`config.mk`:
```
export PLATFORM = sky130hd
export DESIGN_NAME = fetch_align_buffer
export DESIGN_NICKNAME = d
export VERILOG_FILES = /design/src/rtl/fetch_align_buffer_pkg.sv /design/src/rtl/fetch_align_buffer_lane_extract.sv /design/src/rtl/fetch_align_buffer.sv
export SDC_FILE = /design/constraint.sdc
export NUM_CORES = 2
export LEC_CHECK = 0
export ABC_AREA = 1
export CORE_AREA = 2 2 296 298
export CTS_BUF_LIST = sky130_fd_sc_hd__clkbuf_8
export DETAILED_ROUTE_END_ITERATION = 6
export DIE_AREA = 0 0 298 300
export GPL_TIMING_DRIVEN = 0
export PLACE_DENSITY = 0.55
export SKIP_CTS_REPAIR_TIMING = 1
export SYNTH_ARGS = -nofsm -noshare
export SYNTH_HDL_FRONTEND = slang
export SYNTH_SLANG_ARGS = --single-unit
export TNS_END_PERCENT = 20
```
`constraint.sdc`:
```
create_clock -name clk -period 5.69 [get_ports clk]
set_input_delay 0.8535 -clock clk [delete_from_list [all_inputs] [get_ports clk]]
set_output_delay 0.8535 -clock clk [all_outputs]
set_load 0.01 [all_outputs]
```
`src/rtl/fetch_align_buffer_pkg.sv`:
```
// Shared constants, halfword/lane types and the RVC length decode for the fetch realignment queue.
// No logic state; latency and backpressure are defined by the users of this package.
package fetch_align_buffer_pkg;

  localparam logic [31:0] NOP_INSTR = 32'h00000013;
  localparam int          HW_WIDTH  = 16;
  // Lane PC is carried wide enough for any supported address width and sliced by the top.
  localparam int          LANE_PC_W = 64;

  typedef logic [HW_WIDTH-1:0] hwWord_t;

  typedef struct packed {
    logic                 valid;
    logic [31:0]          instr;
    logic [LANE_PC_W-1:0] pc;
    logic                 is16;
  } laneRec_t;

  function automatic logic is_rvc32(input hwWord_t hw);
    return hw[1:0] == 2'b11;
  endfunction

endpackage

```
`src/rtl/fetch_align_buffer_lane_extract.sv`:
```
// Combinational boundary scan: splits the halfword window at head into up to ISSUE_WIDTH instructions, zero latency.
// A lane is valid only if it and every earlier lane are complete; no flow control of its own.
module rvc_lane_extract
  import fetch_align_buffer_pkg::*;
#(
  parameter int ADDR_WIDTH  = 32,
  parameter int ISSUE_WIDTH = 2,
  parameter int CNT_W       = 5,
  parameter int NDEQ_W      = 3
) (
  input  hwWord_t               win [2*ISSUE_WIDTH],
  input  logic [CNT_W-1:0]      count,
  input  logic [ADDR_WIDTH-1:0] headPc,
  output laneRec_t              lanes [ISSUE_WIDTH],
  output logic [NDEQ_W-1:0]     nDeq
);

  localparam int IDX_W = $clog2(2*ISSUE_WIDTH);

  int      off;
  int      avail;
  int      used;
  logic    chainVld;
  logic    wide;
  hwWord_t lo;
  hwWord_t hi;

  always_comb begin
    off      = 0;
    used     = 0;
    avail    = int'(count);
    chainVld = 1'b1;
    wide     = 1'b0;
    lo       = '0;
    hi       = '0;
    for (int i = 0; i < ISSUE_WIDTH; i++) begin
      lanes[i] = '{valid: 1'b0, instr: NOP_INSTR, pc: '0, is16: 1'b0};
    end
    for (int i = 0; i < ISSUE_WIDTH; i++) begin
      lo   = win[IDX_W'(off)];
      hi   = win[IDX_W'(off + 1)];
      wide = is_rvc32(lo);
      // Presence is tested before the length decode so unwritten halfwords never open a lane.
      chainVld = chainVld && (off < avail) && (!wide || (off + 1 < avail));
      if (chainVld) begin
        lanes[i].valid = 1'b1;
        lanes[i].instr = wide ? {hi, lo} : {16'h0000, lo};
        lanes[i].pc    = LANE_PC_W'(headPc) + LANE_PC_W'(2 * off);
        lanes[i].is16  = !wide;
        used           = off + (wide ? 2 : 1);
      end
      off = off + (wide ? 2 : 1);
    end
    nDeq = NDEQ_W'(used);
  end

endmodule

```
`src/rtl/fetch_align_buffer.sv`:
```
// Halfword circular queue realigning fetch packets into up to ISSUE_WIDTH instructions; 1 cycle accept-to-output.
// fetch_ready needs room for a whole packet from the registered count; Decode stalls with deq_ready=0.
module fetch_align_buffer
  import fetch_align_buffer_pkg::*;
#(
  parameter int ADDR_WIDTH  = 32,
  parameter int FETCH_BYTES = 8,
  parameter int DEPTH_HW    = 16,
  parameter int ISSUE_WIDTH = 2
) (
  input  logic                          clk,
  input  logic                          rst_n,
  input  logic                          fetch_valid,
  output logic                          fetch_ready,
  input  logic [ADDR_WIDTH-1:0]         fetch_pc,
  input  logic [FETCH_BYTES*8-1:0]      fetch_data,
  input  logic                          flush,
  input  logic                          deq_ready,
  output logic [ISSUE_WIDTH-1:0]        out_valid,
  output logic [ISSUE_WIDTH*32-1:0]     out_instr,
  output logic [ISSUE_WIDTH*ADDR_WIDTH-1:0] out_pc,
  output logic [ISSUE_WIDTH-1:0]        out_16bit,
  output logic                          seq_err,
  output logic [$clog2(DEPTH_HW+1)-1:0] count
);

  localparam int PKT_HW = FETCH_BYTES / 2;
  localparam int OFF_W  = $clog2(FETCH_BYTES);
  localparam int PTR_W  = $clog2(DEPTH_HW);
  localparam int CNT_W  = $clog2(DEPTH_HW + 1);
  localparam int NDEQ_W = $clog2(2*ISSUE_WIDTH + 1);

  hwWord_t               mem [DEPTH_HW];
  hwWord_t               win [2*ISSUE_WIDTH];
  laneRec_t              lanes [ISSUE_WIDTH];
  logic [NDEQ_W-1:0]     nDeq;
  logic [PTR_W-1:0]      head;
  logic [PTR_W-1:0]      tail;
  logic [ADDR_WIDTH-1:0] headPc;
  logic [ADDR_WIDTH-1:0] expPc;
  logic                  expVld;

  logic [OFF_W-2:0]      hwOff;
  logic [ADDR_WIDTH-1:0] pktBase;
  logic [CNT_W-1:0]      nEnq;
  logic [CNT_W-1:0]      enqCnt;
  logic [CNT_W-1:0]      deqCnt;
  logic                  take;
  logic                  seqBad;
  logic                  enq;
  logic                  drop;

  assign hwOff       = fetch_pc[OFF_W-1:1];
  assign pktBase     = {fetch_pc[ADDR_WIDTH-1:OFF_W], {OFF_W{1'b0}}};
  assign nEnq        = CNT_W'(PKT_HW) - CNT_W'(hwOff);
  assign fetch_ready = (count <= CNT_W'(DEPTH_HW - PKT_HW));

  assign take   = fetch_valid && fetch_ready && !flush;
  assign seqBad = expVld && (fetch_pc != expPc);
  assign enq    = take && !seqBad;
  assign drop   = take && seqBad;
  assign enqCnt = enq ? nEnq : '0;
  assign deqCnt = (deq_ready && lanes[0].valid) ? CNT_W'(nDeq) : '0;

  always_comb begin
    for (int k = 0; k < 2*ISSUE_WIDTH; k++) begin
      win[k] = mem[head + PTR_W'(k)];
    end
  end

  rvc_lane_extract #(
    .ADDR_WIDTH (ADDR_WIDTH),
    .ISSUE_WIDTH(ISSUE_WIDTH),
    .CNT_W      (CNT_W),
    .NDEQ_W     (NDEQ_W)
  ) uExtract (
    .win   (win),
    .count (count),
    .headPc(headPc),
    .lanes (lanes),
    .nDeq  (nDeq)
  );

  // Halfwords below the branch-target offset are skipped so the tail stays dense.
  always_ff @(posedge clk) begin
    if (enq) begin
      for (int j = 0; j < PKT_HW; j++) begin
        if (j >= int'(hwOff)) begin
          mem[tail + PTR_W'(j) - PTR_W'(hwOff)] <= fetch_data[j*16 +: 16];
        end
      end
    end
  end

  always_ff @(posedge clk) begin
    if (!rst_n) begin
      head    <= '0;
      tail    <= '0;
      count   <= '0;
      headPc  <= '0;
      expPc   <= '0;
      expVld  <= 1'b0;
      seq_err <= 1'b0;
    end else if (flush) begin
      head    <= tail;
      count   <= '0;
      expVld  <= 1'b0;
      seq_err <= 1'b0;
    end else begin
      seq_err <= drop;
      count   <= count + enqCnt - deqCnt;
      head    <= head + PTR_W'(deqCnt);
      if (enq) begin
        tail   <= tail + PTR_W'(nEnq);
        expPc  <= pktBase + ADDR_WIDTH'(FETCH_BYTES);
        expVld <= 1'b1;
      end
      // An empty queue cannot dequeue, so the new packet alone defines the head PC.
      if (enq && count == '0) begin
        headPc <= fetch_pc;
      end else begin
        headPc <= headPc + ADDR_WIDTH'({deqCnt, 1'b0});
      end
    end
  end

  for (genvar i = 0; i < ISSUE_WIDTH; i++) begin : gLane
    assign out_valid[i]                        = lanes[i].valid;
    assign out_instr[i*32 +: 32]               = lanes[i].instr;
    assign out_pc[i*ADDR_WIDTH +: ADDR_WIDTH]  = lanes[i].pc[ADDR_WIDTH-1:0];
    assign out_16bit[i]                        = lanes[i].is16;
  end

endmodule

```
Word level (Yosys, flattened, before mapping):

Memory sizes are Yosys's and may differ from the RTL's. A register that Yosys moved wholly into a read port is not among the register bits.
Cells that the tools add are included.

* flip-flop bits (word level): 79
* latch bits: 0
* memory bits (writable): 256
* memory bits (read-only): 0
* input port bits: 101
* output and inout port bits: 139
* logic and storage cells: 94
* memories kept: 1

* $add $sub $neg: 20
* multiply operators: 0
* div/mod/pow operators: 0
* order comparisons: 10
* eq/ne operators: 3
* shift-type cells: 0
* mux-type cells: 30
* bitwise gates (word level): 4
* reduce and logical (&&, ||, !) cells: 19

Memory list
* mem: words 16, width 16, rd ports 4, clocked after Yosys merged registers in 1, write ports 4, line fetch_align_buffer.sv:33 `hwWord_t mem [DEPTH_HW];`

Operators by type and width (number)
* $mux 98: 2
* $mux 32: 3
* $bmux 16 s2: 2
* $lt 32x6->1: 2
* $mux 16: 4
* $add 33x33->34: 1
* $add 32x2->32 const B: 1
* $add 32x4->32: 1
* $add 32x4->32 const B: 1
* $ne 32x32->1: 1
* $add 4x2->4 const B: 4
* $sub 4x2->4: 4
* $mux 1: 11
* $logic_and 1x1->1: 10
* $lt 1x5->1 const A: 2
* $add 4x1->4 const B: 2
* $mux 4: 2
* $ge 2x3->1 const B: 2
* $mux 2: 3
* $mux 3: 2
* $add 5x5->5: 1
* $le 5x4->1 const B: 1
* $logic_not 5->1: 1
* $mux 5: 1
* other kinds (14): 22

Logic depth before layout (Yosys ltp):

* depth in word-level cells: 15
* mapped depth: 32
* gate-level depth less buffers: 27

By module:

From an unflattened synthesis, not the netlist that was laid out.

* cell total of the unflattened synthesis: 5248
* area, all modules: 33021.7 um^2

Modules (own cells, without submodules)
* fetch_align_buffer: instances 1, cells each 4690, area an instance 30329.1 um^2, sequential area each 9208.8 um^2
* rvc_lane_extract: instances 1, cells each 558, area an instance 2692.6 um^2, sequential area each 0.0 um^2

Worst setup path after synthesis:

Ideal clock, no wire load.

* path kind: reg2reg
* start: register head[1]
* end: register count[4]
* setup time: 0.120 ns
* data arrival time: 4.720 ns
* data required time: 5.570 ns
* setup slack: 0.850 ns
* cell stages (with the launch flop): 29
* buffers on the path: 6
* cells stage by stage: dfxtp_1 > inv_1 > clkbuf_1 > clkbuf_1 > clkbuf_1 > ha_1 > clkbuf_1 > inv_1 > clkbuf_1 > nand3_1 > nand3_1 > nand2_1 > nand3_1 > nand2_1 > nor2_2 > nand2_2 > nand2_1 > buf_2 > nor2_1 > a211oi_1 > ha_1 > inv_1 > ha_1 > inv_1 > fa_1 > o21ai_0 > a21oi_1 > o21ai_0 > a21oi_1

* word-level cells in the longest chain between the ends: 12
* elaborated cells on any way between the ends: 16

Ends and longest elaborated chain
* start, declared: line fetch_align_buffer.sv:37 `logic [PTR_W-1:0] head;`
* start signal, assigned: line fetch_align_buffer.sv:105 `head <= tail;`
* start signal, assigned: line fetch_align_buffer.sv:112 `head <= head + PTR_W'(deqCnt);`
* $add 4x2->4 / $add 4x1->4 (equally long branches): line fetch_align_buffer.sv:67 `win[k] = mem[head + PTR_W'(k)];`
* $mem_v2 16x16 (*)
* $bmux 16 s2 (*): line fetch_align_buffer_lane_extract.sv:40 `lo = win[IDX_W'(off)];`
* $mux 16 (implied by the code) (*) (2 in a row): line fetch_align_buffer_lane_extract.sv:40
* $eq 2x2->1 (*): line fetch_align_buffer_pkg.sv:20 `return hw[1:0] == 2'b11;`
* parallel branches: the longest is 3 deep, another holds $add 3x3->3
* $mux 3 (*): line fetch_align_buffer_lane_extract.sv:45 `if (chainVld) begin`
* $mux 3 (*): line fetch_align_buffer.sv:63 `assign deqCnt = (deq_ready && lanes[0].valid) ? CNT_W'(nDeq) : '0;`
* $sub 5x3->5 (*): line fetch_align_buffer.sv:111 `count <= count + enqCnt - deqCnt;`
* end signal, assigned: line fetch_align_buffer.sv:111
* end, declared: line fetch_align_buffer.sv:24 `output logic [$clog2(DEPTH_HW+1)-1:0] count`

Every way passes the cells marked *. The select of a mux whose other input is x is not followed.
A chain may end at the register's enable or synchronous reset.

Worst setup path after layout:

* start: register head[1]
* end: output port out_instr[55]

* word-level cells in the longest chain between the ends: 10
* elaborated cells on any way between the ends: 16

Ends and longest elaborated chain
* $add 4x2->4 / $add 4x1->4 (equally long branches): line fetch_align_buffer.sv:67
* $mem_v2 16x16 (*)
* $bmux 16 s2: line fetch_align_buffer_lane_extract.sv:40
* $mux 16 (implied by the code) (2 in a row): line fetch_align_buffer_lane_extract.sv:40
* $eq 2x2->1: line fetch_align_buffer_pkg.sv:20
* $logic_not 1->1: line fetch_align_buffer_lane_extract.sv:44 `chainVld = chainVld && (off < avail) && (!wide || (off + 1 < avail));`
* $logic_or 1x1->1: line fetch_align_buffer_lane_extract.sv:44
* $logic_and 1x1->1: line fetch_align_buffer_lane_extract.sv:44
* $mux 98 (*): line fetch_align_buffer_lane_extract.sv:45
* end, declared: line fetch_align_buffer.sv:20 `output logic [ISSUE_WIDTH*32-1:0] out_instr,`

Mark *: on every way between the ends. The rest lies on a longest branch, timed or not. The select of a mux whose other input is x is not followed.

==> flow_metrics.tcl <==
set metrics [dict create \
    status "finished clean" \
    root_buffer "clkbuf_8" \
    critPathArrivalTime_ns 4.80 \
    first_pass_iters 7 \
    pin_count 240 \
    nNetsFinal 5381 \
    p_per_area_nw_per_um2 327 \
    crit_required_ns 4.84 \
    endpoint_kind "output port" \
    die_h_um 300 \
    hold_depth 2 \
    critPathBufInv 7 \
    dp_cells 6332 \
    crit_fanout 12 \
    cp_slowest_cell "clkdlybuf4s50_1" \
    clock-sinks 332 \
    worst_slack_ns 0.0335 \
    setup_viol 0 \
    yosys_warnings 0 \
    worstSetupPathType "reg -> out" \
    grt_start_max_net_pins 17 \
    vias_per_cell 6.17 \
    hold_path_class "reg -> reg" \
    wl_per_cell_um 31.3 \
    core_um2 86200 \
    grt_pass1_vias 34200 \
    setup_tns_ns 0 \
    die_area_um2 89400 \
    syn_area_um2 30900 \
    syn_avg_cell_area_um2 6.22 \
    reg2reg_depth 28 \
    synth_edf_count 256 \
    ant_nets 0 \
    drtIter0Drc 7526 \
    fin_crit_sh_pct 99.4 \
    dpl.hpwl_mm 166 \
    routed_wl_mm 202 \
    grt_usage_pct 43.1 \
    grt_pass1_wl_mm 273 \
    drc 0 \
    htree_levels 2 \
    place_congestion 1.10 \
    synth_flop_cell "edfxtp_1" \
    syn_to_final_growth_pct 16.2 \
    worst-path-stages 13 \
    leakagePower_nw 14.6 \
    synth_area_leader_cell "edfxtp_1" \
    cp_top_family "buffers and inverters" \
    clk_pin_slew_ns 0.06 \
    clk_latency_ns 0.68 \
    cts_buffers 56 \
    p_total_mw 11.7 \
    min_period_ns 5.66 \
    die_w_um 298 \
    worstHoldStart "expPc[15]" \
    slew_headroom_pct 8.70 \
    rr_startpoint "head[1]" \
    pre_cts_ws_ns -1.98 \
    synthCells 4965 \
    finalHoldViolCount 0 \
    rsz0062_at_grt "true" \
    ys_ff_latch 332 \
    clock_path_buffers 3 \
    rows 108 \
    startpoint "head[1]" \
    async_flop_share_pct 0 \
    peakVddDrop_v 0.000207 \
    vias 39700 \
    synth_top_area_share_pct 24.9 \
    fmax_mhz 177 \
    worst_setup_path_start_kind "flip-flop" \
    antenna_found_initial 10 \
    tightest_slew_ns 1.37 \
    cp_cell_sequence "inv_1, clkbuf_4, clkbuf_4, buf_6, ha_4, a21o_1, xor2_2, inv_1, clkbuf_1, a221oi_1, o21ai_0, a21oi_1, clkdlybuf4s50_1" \
    drv_slew 0 \
    cp_slowest_stage_delay_ns 0.55 \
    yosys-top-cells-area "edfxtp_1 25%, nand2_1 18%, nand3_1 7.8%, o21ai_0 7.7%, nor2_1 5.8%" \
    n_fill_cell 9431 \
    ys_top_cells_by_count "1471 x nand2_1, 479 x nand3_1, 476 x o21ai_0" \
    skew_ns 0.0654 \
    drive_gt1_share_pct 4.79 \
    yosys.cell_count.top_type "nand2_1" \
    syn_nets 5109 \
    final_cell_count_no_fill 6437 \
    numPortBuffers 207 \
    yosysSeqAreaShare_pct 29.8 \
    cts_tree "built" \
    drv_cap 0 \
    overflow 0 \
    synth_cell_types 51 \
    start_util_pct 35.8 \
]
[power breakdown]
group / switching [mW] / internal (mW) / total (mW)
clock network: 1.04 / 1.09 / 2.13
registers: 0.200 / 2.89 / 3.09
logic: 4.69 / 1.82 / 6.51
[cell families (layout without fill, tap and decap cells)]
family	Yosys count	in the layout	share of synthesized area [%]
adders and majority gates	43	43	1.96
and+or+nand+nor	2586	2586	34.7
DFF	332	332	29.8
xor gates and xnor gates	58	58	1.69
other	0	1	0
AOI/OAI and AO/OA	1159	1159	22.0
buffers and inverters	787	1103	9.78
[tightest hold or removal path: stages, from the launching register on]
cell and delay, ns:
dfxtp_1 0.31, inv_1 0.06, a21oi_1 0.06
[path summary, 6_finish.rpt]
kind / to / slack, ns
min: expPc[15] / 0.47
max reg2reg: count[4] / 0.48
max: out_instr[55] / 0.03
min reg2reg: expPc[15] / 0.47
[cells in the final DEF, fill, tap and decap left out, types with 13 or more instances in the layout]
cell type | synthesis | layout
nand2_2 | 10 | 13
nand4_1 | 55 | 55
clkdlybuf4s50_1 | 0 | 200
a21oi_1 | 353 | 349
or2_2 | 18 | 18
o211ai_1 | 162 | 162
nor2_2 | 16 | 18
a221oi_1 | 30 | 29
clkbuf_8 | 0 | 58
edfxtp_1 | 256 | 256
clkbuf_2 | 0 | 26
clkbuf_1 | 323 | 289
nor3_1 | 38 | 34
clkinv_1 | 9 | 23
a211oi_1 | 26 | 25
inv_1 | 360 | 374
a32oi_1 | 16 | 16
nor2_1 | 475 | 470
a32o_1 | 38 | 38
dfxtp_1 | 76 | 74
xnor2_1 | 19 | 19
nand3_1 | 479 | 478
a22oi_1 | 17 | 17
buf_2 | 31 | 32
nand2_1 | 1471 | 1467
buf_1 | 49 | 40
xor2_1 | 37 | 36
ha_1 | 34 | 33
o21ai_0 | 476 | 476
[final cells by class]
class	instances	area [um2]	share of cell area, %
well taps	1155	1450	4.03
multi-input cells	3846	18800	52.4
inverters	377	1420	3.95
flip-flops and latches	332	9210	25.7
plain buffers	409	1720	4.81
clock buffers	58	798	2.23
repair buffers	215	2200	6.12
diodes	1	2.50	0.00698
clock inverters	44	289	0.806
[sequential cells by signal (all words and copies together) (netlist names)]
| name | flops |
|---|---|
| count | 5 |
| expPc | 29 |
| mem | 256 |
| tail | 4 |
| expVld | 1 |
| seq_err | 1 |
| headPc | 32 |
| head | 4 |
[per-stage QoR]
step / area, um2 / hold slack [ns] / util, %
floorplan: 30900 / 0.441 / -
detailed placement: 34500 / 0.460 / 40.0
finish: 35900 / 0.473 / 41.6
global route: 35900 / 0.492 / 41.6
CTS: 35600 / 0.472 / 41.2
global placement: 34400 / 0.450 / 39.9
[routing by layer]
| metal | routed length (um) | part of all wire, % | global-route usage, % |
|---|---|---|---|
| met4 | 11100 | 5.5 | 17.2 |
| met5 | 62 | 0.031 | 0.0529 |
| met3 | 27600 | 14 | 10.9 |
| met2 | 79600 | 39 | 61.6 |
| met1 | 83300 | 41 | 61.6 |
Power figures use the tool's default switching activity.
